`config.mk`:
```
export PLATFORM = sky130hd
export DESIGN_NAME = alu
export DESIGN_NICKNAME = d
export VERILOG_FILES = /design/src/rtl/alu_pkg.sv /design/src/rtl/alu_core.sv /design/src/rtl/alu.sv
export SDC_FILE = /design/constraint.sdc
export NUM_CORES = 1
export LEC_CHECK = 0
export BUFFER_PORTS_ARGS = -buffer_cell sky130_fd_sc_hd__buf_4
export CAP_MARGIN = 20
export CORE_MARGIN = 2
export CORE_UTILIZATION = 44
export DETAILED_ROUTE_END_ITERATION = 12
export RECOVER_POWER = 25
export SLEW_MARGIN = 10
export SYNTH_ARGS = -nofsm -noshare
export SYNTH_HDL_FRONTEND = slang
export SYNTH_HIERARCHICAL = 1
export SYNTH_SLANG_ARGS = --single-unit
```
`constraint.sdc`:
```
create_clock -name clk -period 0.81 [get_ports clk]
set_clock_uncertainty 0.2 [all_clocks]
set_input_delay 0.081 -clock clk [delete_from_list [all_inputs] [get_ports clk]]
set_output_delay 0.081 -clock clk [all_outputs]
set_load 0.03 [all_outputs]
```
`src/rtl/alu_pkg.sv`:
```
// Shared definitions for the 16-bit registered ALU.
// Holds the default data width and the 4-bit ALU-control opcode constants
// used by both the combinational core and the registered top.
package alu_pkg;

  localparam int WIDTH = 16;

  localparam logic [3:0] ALU_AND = 4'b0000;
  localparam logic [3:0] ALU_OR  = 4'b0001;
  localparam logic [3:0] ALU_ADD = 4'b0010;
  localparam logic [3:0] ALU_XOR = 4'b0011;
  localparam logic [3:0] ALU_SUB = 4'b0110;
  localparam logic [3:0] ALU_SLT = 4'b0111;
  localparam logic [3:0] ALU_SLL = 4'b1000;
  localparam logic [3:0] ALU_SRL = 4'b1001;
  localparam logic [3:0] ALU_SRA = 4'b1010;
  localparam logic [3:0] ALU_NOR = 4'b1100;

endpackage

```
`src/rtl/alu_core.sv`:
```
// Purely combinational result and flag logic for the ALU.
// Ports:
//   x, y    in   operands (y[3:0] is the shift amount for shift ops)
//   cin     in   carry-in for ADD, borrow-in for SUB
//   opcode  in   4-bit operation select
//   res     out  operation result, truncated to WIDTH bits
//   cout    out  carry-out (ADD) / not-borrow (SUB), 0 for other ops
//   v       out  signed overflow (ADD/SUB), 0 for other ops
//   lt/eq/gt out signed compare of x against y, valid for every opcode
module alu_core
  import alu_pkg::*;
#(
  parameter int WIDTH = alu_pkg::WIDTH
) (
  input  logic [WIDTH-1:0] x,
  input  logic [WIDTH-1:0] y,
  input  logic             cin,
  input  logic [3:0]       opcode,
  output logic [WIDTH-1:0] res,
  output logic             cout,
  output logic             v,
  output logic             lt,
  output logic             eq,
  output logic             gt
);

  logic signed [WIDTH-1:0] x_s;
  logic signed [WIDTH-1:0] y_s;
  logic        [WIDTH:0]   add_sum;
  logic        [WIDTH:0]   sub_sum;
  logic        [3:0]       shamt;

  assign x_s   = x;
  assign y_s   = y;
  assign shamt = y[3:0];

  // Subtraction is X + ~Y + !Cin, so the top bit of sub_sum is "no borrow".
  assign add_sum = {1'b0, x} + {1'b0, y}  + {{WIDTH{1'b0}}, cin};
  assign sub_sum = {1'b0, x} + {1'b0, ~y} + {{WIDTH{1'b0}}, ~cin};

  assign lt = (x_s < y_s);
  assign eq = (x == y);
  assign gt = (x_s > y_s);

  always_comb begin
    res  = '0;
    cout = 1'b0;
    v    = 1'b0;
    case (opcode)
      ALU_AND: res = x & y;
      ALU_OR:  res = x | y;
      ALU_ADD: begin
        res  = add_sum[WIDTH-1:0];
        cout = add_sum[WIDTH];
        v    = (x[WIDTH-1] == y[WIDTH-1]) && (add_sum[WIDTH-1] != x[WIDTH-1]);
      end
      ALU_XOR: res = x ^ y;
      ALU_SUB: begin
        res  = sub_sum[WIDTH-1:0];
        cout = sub_sum[WIDTH];
        v    = (x[WIDTH-1] != y[WIDTH-1]) && (sub_sum[WIDTH-1] != x[WIDTH-1]);
      end
      ALU_SLT: res = {{(WIDTH-1){1'b0}}, lt};
      ALU_SLL: res = x << shamt;
      ALU_SRL: res = x >> shamt;
      ALU_SRA: res = x_s >>> shamt;
      ALU_NOR: res = ~(x | y);
      default: res = '0;
    endcase
  end

endmodule

```
`src/rtl/alu.sv`:
```
// 16-bit registered integer ALU for the MIPS-style datapath.
// One output register stage behind the combinational alu_core: results for
// the inputs present at a rising clk edge appear after that edge. A new
// operation may be issued every cycle; there is no handshake.
// Ports:
//   clk     in   rising-edge clock
//   rst     in   asynchronous active-high reset, clears all outputs
//   X, Y    in   operands (Y[3:0] is the shift amount)
//   out     out  registered result
//   Cin     in   carry-in (ADD) / borrow-in (SUB)
//   Cout    out  registered carry-out
//   lt/eq/gt out registered signed compare of X vs Y
//   V       out  registered signed overflow
//   opcode  in   4-bit operation select
module alu
  import alu_pkg::*;
#(
  parameter int WIDTH = alu_pkg::WIDTH
) (
  input  logic             clk,
  input  logic             rst,
  input  logic [WIDTH-1:0] X,
  input  logic [WIDTH-1:0] Y,
  output logic [WIDTH-1:0] out,
  input  logic             Cin,
  output logic             Cout,
  output logic             lt,
  output logic             eq,
  output logic             gt,
  output logic             V,
  input  logic [3:0]       opcode
);

  logic [WIDTH-1:0] out_d, out_q;
  logic             cout_d, cout_q;
  logic             v_d, v_q;
  logic             lt_d, lt_q;
  logic             eq_d, eq_q;
  logic             gt_d, gt_q;

  alu_core #(
    .WIDTH (WIDTH)
  ) u_core (
    .x      (X),
    .y      (Y),
    .cin    (Cin),
    .opcode (opcode),
    .res    (out_d),
    .cout   (cout_d),
    .v      (v_d),
    .lt     (lt_d),
    .eq     (eq_d),
    .gt     (gt_d)
  );

  // Output register stage: reset discards any in-flight result.
  always_ff @(posedge clk or posedge rst) begin
    if (rst) begin
      out_q  <= '0;
      cout_q <= 1'b0;
      v_q    <= 1'b0;
      lt_q   <= 1'b0;
      eq_q   <= 1'b0;
      gt_q   <= 1'b0;
    end else begin
      out_q  <= out_d;
      cout_q <= cout_d;
      v_q    <= v_d;
      lt_q   <= lt_d;
      eq_q   <= eq_d;
      gt_q   <= gt_d;
    end
  end

  assign out  = out_q;
  assign Cout = cout_q;
  assign V    = v_q;
  assign lt   = lt_q;
  assign eq   = eq_q;
  assign gt   = gt_q;

endmodule

```
==> results of run 1 <==
-- where the power goes --
group          internal (mW)  leakage (nW)  total, mW  switching [mW]
Sequential              1.18         0.260       1.25          0.0672
Clock                  0.351        0.0228      0.674           0.324
Combinational           2.84          3.58       6.06            3.22
Total                   4.37          3.86       7.98            3.61
-- registers in the layout, indices dropped and copies added, names as in the netlist --
register	flops
eq	1
gt	1
out	16
lt	1
V	1
Cout	1
-- critical path, cell delays in order --
cell,delay [ps]
buf_8,110
inv_8,50
buf_6,80
fa_2,200
inv_2,50
fa_2,380
a21o_1,190
a21o_1,200
a2111oi_4,390
nor2_2,70
a31o_2,280
o21ai_1,140
a21oi_1,50
o211ai_1,300
-- per-layer routing --
metal | track usage, % | vias to the layer above
met4 | 17.86 | 0
met1 | 54.69 | 3320
met3 | 5.811 | 143
met5 | 0 | -
li1 | - | 3058
met2 | 67.25 | 572
-- timing repair --
item                                    in CTS  in global routing
endpoints found under the setup margin      42                 42
resized for setup                          134                 56
pin swaps                                   56                 49
gates cloned                                 3                  0
hold buffers                                 1                  0
hold endpoints to repair                    21                  0
setup buffers                                9                 11
-- worst paths after layout --
check | from | end | slack (ps) | depth (start not counted)
worst max-delay path | Y[0] | out[10] | -1820 | 14
max in group asynchronous | rst | out[6] | 40 | 4
worst min-delay path | opcode[3] | out[15] | 40 | 4
min in group asynchronous | rst | out[4] | 190 | 4
-- per-stage QoR --
stage / power, mW / setup TNS [ps]
6_report: 7.984 / -34870
5_1_grt: 8.306 / -35820
4_1_cts: 7.373 / -32790
3_5_place_dp: 6.078 / -36320
3_3_place_gp: 5.981 / -35700
2_1_floorplan: 3.758 / -28020
-- cell type report --
type / instances / area (um2)
multi-input cells: 548 / 4519
repair buffers: 332 / 2816
fillers: 679 / 2041
flip-flops and latches: 21 / 525.5
inverters: 55 / 252.7
well taps: 136 / 170.2
clock buffers: 4 / 45.04
-- layout by cell type (no fill, tap or decap), types with 6 or more instances in the layout --
cell,n
buf_4,278
nor2_1,74
a21oi_1,49
buf_6,39
ha_1,38
nand2_1,37
inv_1,33
o21ai_0,23
dfrtp_1,21
a211oi_1,20
a21oi_2,17
nor3_1,14
o21ai_1,13
mux2i_1,13
o21ai_2,12
a21o_1,12
o22ai_1,12
ha_4,12
nor2_2,11
o211ai_1,11
nand3_1,11
inv_2,11
nand2b_1,9
inv_4,7
mux4_2,7
buf_12,6
mux2_2,6
-- cells by family (layout without fill, tap and decap cells) --
kind of cell | count (synthesis) | count (layout) | share of synthesized area [%]
adder cells (fa/ha/maj) | 56 | 56 | 15.65
AO/OA/AOI/OAI | 258 | 258 | 36.30
AND/OR/NAND/NOR | 205 | 205 | 20.42
multiplexers | 28 | 28 | 8.008
buffers and inverters | 102 | 391 | 8.300
flip-flops | 21 | 21 | 11.14
XOR/XNOR | 1 | 1 | 0.1857
-- synth_stat cells (7+ instances only) --
library cell | number | area, um2
a211oi_1 | 21 | 157.7
a21o_1 | 12 | 90.09
a21oi_1 | 69 | 345.3
a221oi_1 | 9 | 78.83
buf_1 | 7 | 26.28
buf_2 | 7 | 35.03
clkbuf_1 | 33 | 123.9
dfrtp_1 | 21 | 525.5
ha_1 | 51 | 638.1
inv_1 | 52 | 195.2
mux2_2 | 7 | 78.83
mux2i_1 | 13 | 130.1
mux4_2 | 7 | 157.7
nand2_1 | 37 | 138.9
nand2b_1 | 14 | 87.58
nand3_1 | 11 | 55.05
nor2_1 | 85 | 319.1
nor2b_1 | 7 | 43.79
nor3_1 | 15 | 75.07
nor4_1 | 7 | 43.79
o211ai_1 | 11 | 82.58
o21ai_0 | 48 | 240.2
o22ai_1 | 14 | 87.58
==> results.md, run 1 <==
* CTS tree: yes
* First-pass GRT wire length at ~37000 um
* Final Hold Violating Endpoints at 0
* Fin cells at 1096
* Dpl hpwl at 18150 um
* GPL Wtd Cong at 1.029
* Met2 wire len at between 10000 and 15000 um
* Initial antenna violation count at 0
* Gr ovfl total at 0
* Number of placed instances, taps included at 1072
* Async SR Flop Fraction at 100.0%
* Final max-slew violation count at 0
* DRC at 0
* Fmax at 0.3806 GHz
* Hold Worst Slack at approximately 44 ps
* Period minus WS final at 2627 ps
* Clock sinks at 21
* Most used DFF post-synth: dfrtp_1
* Setup violators final at 42
* Area delta synth->final at 76.53%
* Pre-antenna DRT Iters at 7
* Failing checks: negative setup slack
* Met1 wire length at 10010 um
* Gr usage total at 41.44%
* Final core utilization at about four fifths
* Netlist cell types at 69
* Die Y at approximately 110 um
* Port-buffer cells at 59
* H-tree Lvls at 1
* Synthesized area per cell at 7.032 um2
* Synthesized area at 4718 um2
* Starting Density at 45.50%
* Static Leak at 3.860 nW
* Crit path kind: primary input to register
* VDD IR max at 0.9016 mV
* Crit path DAT at 2580 ps
* Topmost layer with routed signal wires: met4
* Maximum fanout along the worst path at 4
* FP Rows at 37
* CP required at 760 ps
* Via/cell ratio at 6.472
* Clock transition at path regs at ~70 ps
* Largest net degree at the start of global routing at 33
* Antenna diode count at 0
* Final Cycle Share at 324.4%
* Max_slew headroom at between 50% and 60%
* Design area at about 8300 um2
* CP Launch Type: primary input
* Final worst slack at -1817 ps
* Pwr per Cell Area at 958.6 nW/um2
* Root Driver: clkbuf_8
* Cell count after synthesis at approximately 670
* Max_cap viols at 0
* Top Ports at 60
* Final antenna-violating net count at 0
* Syn_nets at around 770
* RSZ-0062 raised after global routing: yes
* Vias in the first global route at 6859
* Synth warnings at 6
* Metal3 WL at between 2000 and 3000 um
* Outcome: finished, violations left
* CTS Buffer Depth at 2
* EDFF count, synth at 0
* Core Area at 10370 um2
* CTS buffer count at 3
* Register bit total from synthesis at 21
* Iter 0 DRT Violations at 928
* Worst-margin pin slew at 624.4 ps
* Total vias in the final route at just over 7000
* Routed WL at 25900 um
* Dpl cell area at 7311 um2
* Worst slack, placed at -2145 ps
* Nets@finish at 1056
* Die area at 11570 um2
* Wirelength per Cell at 23.63 um
* Die width at 107.6 um
* Register area share after synthesis at 11.14%
* Hold WC Path Type: primary input to register
* Share of layout cells above drive strength 1 at about half
* Crit. End Element: register
No activity file was read; power rests on OpenSTA's default activity.
==> run 2, diff against run 1 <==
- MAX_ROUTING_LAYER: unset -> met4
==> results.md, run 2 (same netlist as run 1, synthesis figures left out) <==
* Iter 0 DRT Violations at 1046 (+13%)
* Vias in the first global route at 6703 (-2.3%)
* Crit. End Element: register
* Core Area at 10370 um2 (unchanged)
* Outcome: finished, violations left
* H-tree Lvls at 1 (unchanged)
* Gr usage total at 43.90% (+2.5 points)
* Die area at 11570 um2 (unchanged)
* Maximum fanout along the worst path at 3 (-1)
* Most frequent cells in the layout: 272 x buf_4, 78 x nor2_1, 54 x a21oi_1
* Max_slew headroom at 50.96% (-6.9 points)
* Top Ports at 60 (unchanged)
* Hold WC Path Type: primary input to register
* Share of layout cells above drive strength 1 at 49.84% (-0.36 points)
* Dpl cell area at 7271 um2 (-0.55%)
* Starting Density at 45.50% (unchanged)
* Final core utilization at 80.61% (+0.29 points)
* Root Driver: clkbuf_8
* Final max-slew violation count at 0 (unchanged)
* Dpl hpwl at 18460 um (+1.7%)
* Fmax at 0.3671 GHz (-3.6%)
* RSZ-0062 raised after global routing: yes
* Static Leak at 3.842 nW (-0.48%)
* Worst-margin pin slew at 729.4 ps (+105.0 ps)
* Setup TNS at -36260 ps (-1393 ps)
* Port-buffer cells at 59 (unchanged)
* Max_cap viols at 0 (unchanged)
* Period minus WS final at 2724 ps (+96.85 ps)
* Final worst slack at -1914 ps (-96.85 ps)
* CTS Buffer Depth at 2 (unchanged)
* CTS tree: yes
* Final Cycle Share at 336.3% (+12 points)
* Clock sinks at 21 (unchanged)
* Final Hold Violating Endpoints at 0 (unchanged)
* Wirelength per Cell at 24.71 um (+4.6%)
* CP Launch Type: primary input
* Antenna diode count at 0 (unchanged)
* VDD IR max at 1.062 mV (+18%)
* Pre-antenna DRT Iters at 7 (unchanged)
* Max reg flops at 16 (unchanged)
* Crit path DAT at 2670 ps (+90 ps)
* Pwr per Cell Area at 970.1 nW/um2 (+1.2%)
* DRC at 0 (unchanged)
* Nets@finish at 1057 (+0.095%)
* FP Rows at 37 (unchanged)
* Largest net degree at the start of global routing at 34 (+3.0%)
* CTS buffer count at 3 (unchanged)
* Via/cell ratio at 6.587 (+1.8%)
* Die Y at 107.6 um (unchanged)
* Worst slack, placed at -2170 ps (-25.03 ps)
* Design area at 8359 um2 (+0.36%)
* Routed WL at 27110 um (+4.6%)
* CP required at 760 ps (about the same)
* Area delta synth->final at 77.17%
* Final antenna-violating net count at 0 (unchanged)
* First-pass GRT wire length at 37720 um (+1.6%)
* Setup violators final at 42 (unchanged)
* Commonest non-fill, non-tap cell in the layout: buf_4
* Clock transition at path regs at 80 ps (about the same)
* Die width at 107.6 um (unchanged)
* Initial antenna violation count at 0 (unchanged)
* Total vias in the final route at 7226 (+1.9%)
* Gr ovfl total at 0 (unchanged)
* Crit path kind: primary input to register
* Failing checks: negative setup slack
* GPL Wtd Cong at 1.035 (+0.59%)
==> run 2: final cells by class <==
| cell class | instances | area (um2) |
|---|---|---|
| repair buffers | 333 | 2819 |
| inverters | 55 | 255.2 |
| flip-flops and latches | 21 | 525.5 |
| well taps | 136 | 170.2 |
| clock inverters | 1 | 5.005 |
| multi-input cells | 548 | 4543 |
| clock buffers | 3 | 41.29 |
| fillers | 649 | 2011 |
==> run 2: final timing paths <==
kind                       startpoint  endpoint  slack [ps]  depth (start not counted)
max in group asynchronous         rst   out[10]          40                          4
min                         opcode[3]   out[15]          40                          4
max                              Y[0]   out[13]       -1910                         12
min in group asynchronous         rst        lt         200                          4
==> run 2: where the power goes <==
part	internal (mW)	switching [mW]
Clock	0.343	0.355
Combinational	2.86	3.30
Sequential	1.18	0.0706
Total	4.39	3.72
==> run 2: stage by stage <==
stage                     std cells  hold slack [ps]  total power, mW
after global placement         1065           -80.94            5.968
after floorplan                 671           -142.5            3.758
after CTS                      1080            20.81            7.353
after detailed placement       1065           -78.66            6.074
after global routing           1097            57.48            8.412
final                          1097            38.92            8.110
==> run 2: timing repair <==
action / 4_1_cts / 5_1_grt
buffers inserted: 14 / 20
endpoints found under the setup margin: 42 / 42
resized for setup: 127 / 73
hold buffers: 1 / 0
endpoints found under the hold margin: 21 / 0
pin swaps: 47 / 53
==> run 2: worst max-delay path, stage by stage <==
cell and delay (ps):
buf_8 90, clkinv_8 50, buf_6 110, fa_2 360
nor2b_4 160, o221ai_4 200, a21oi_2 120, a221o_1 410
a221oi_4 320, o31ai_2 120, or4_1 410, a32o_1 240
==> run 2: per-layer routing <==
layer  track usage (%)  up-vias  part of all wire [%]
li1                  -     3051                     -
met1             55.68     3360                    37
met2             68.24      635                    44
met3             7.990      180                    12
met4             19.51        0                   7.1
met5                 -        -                     0
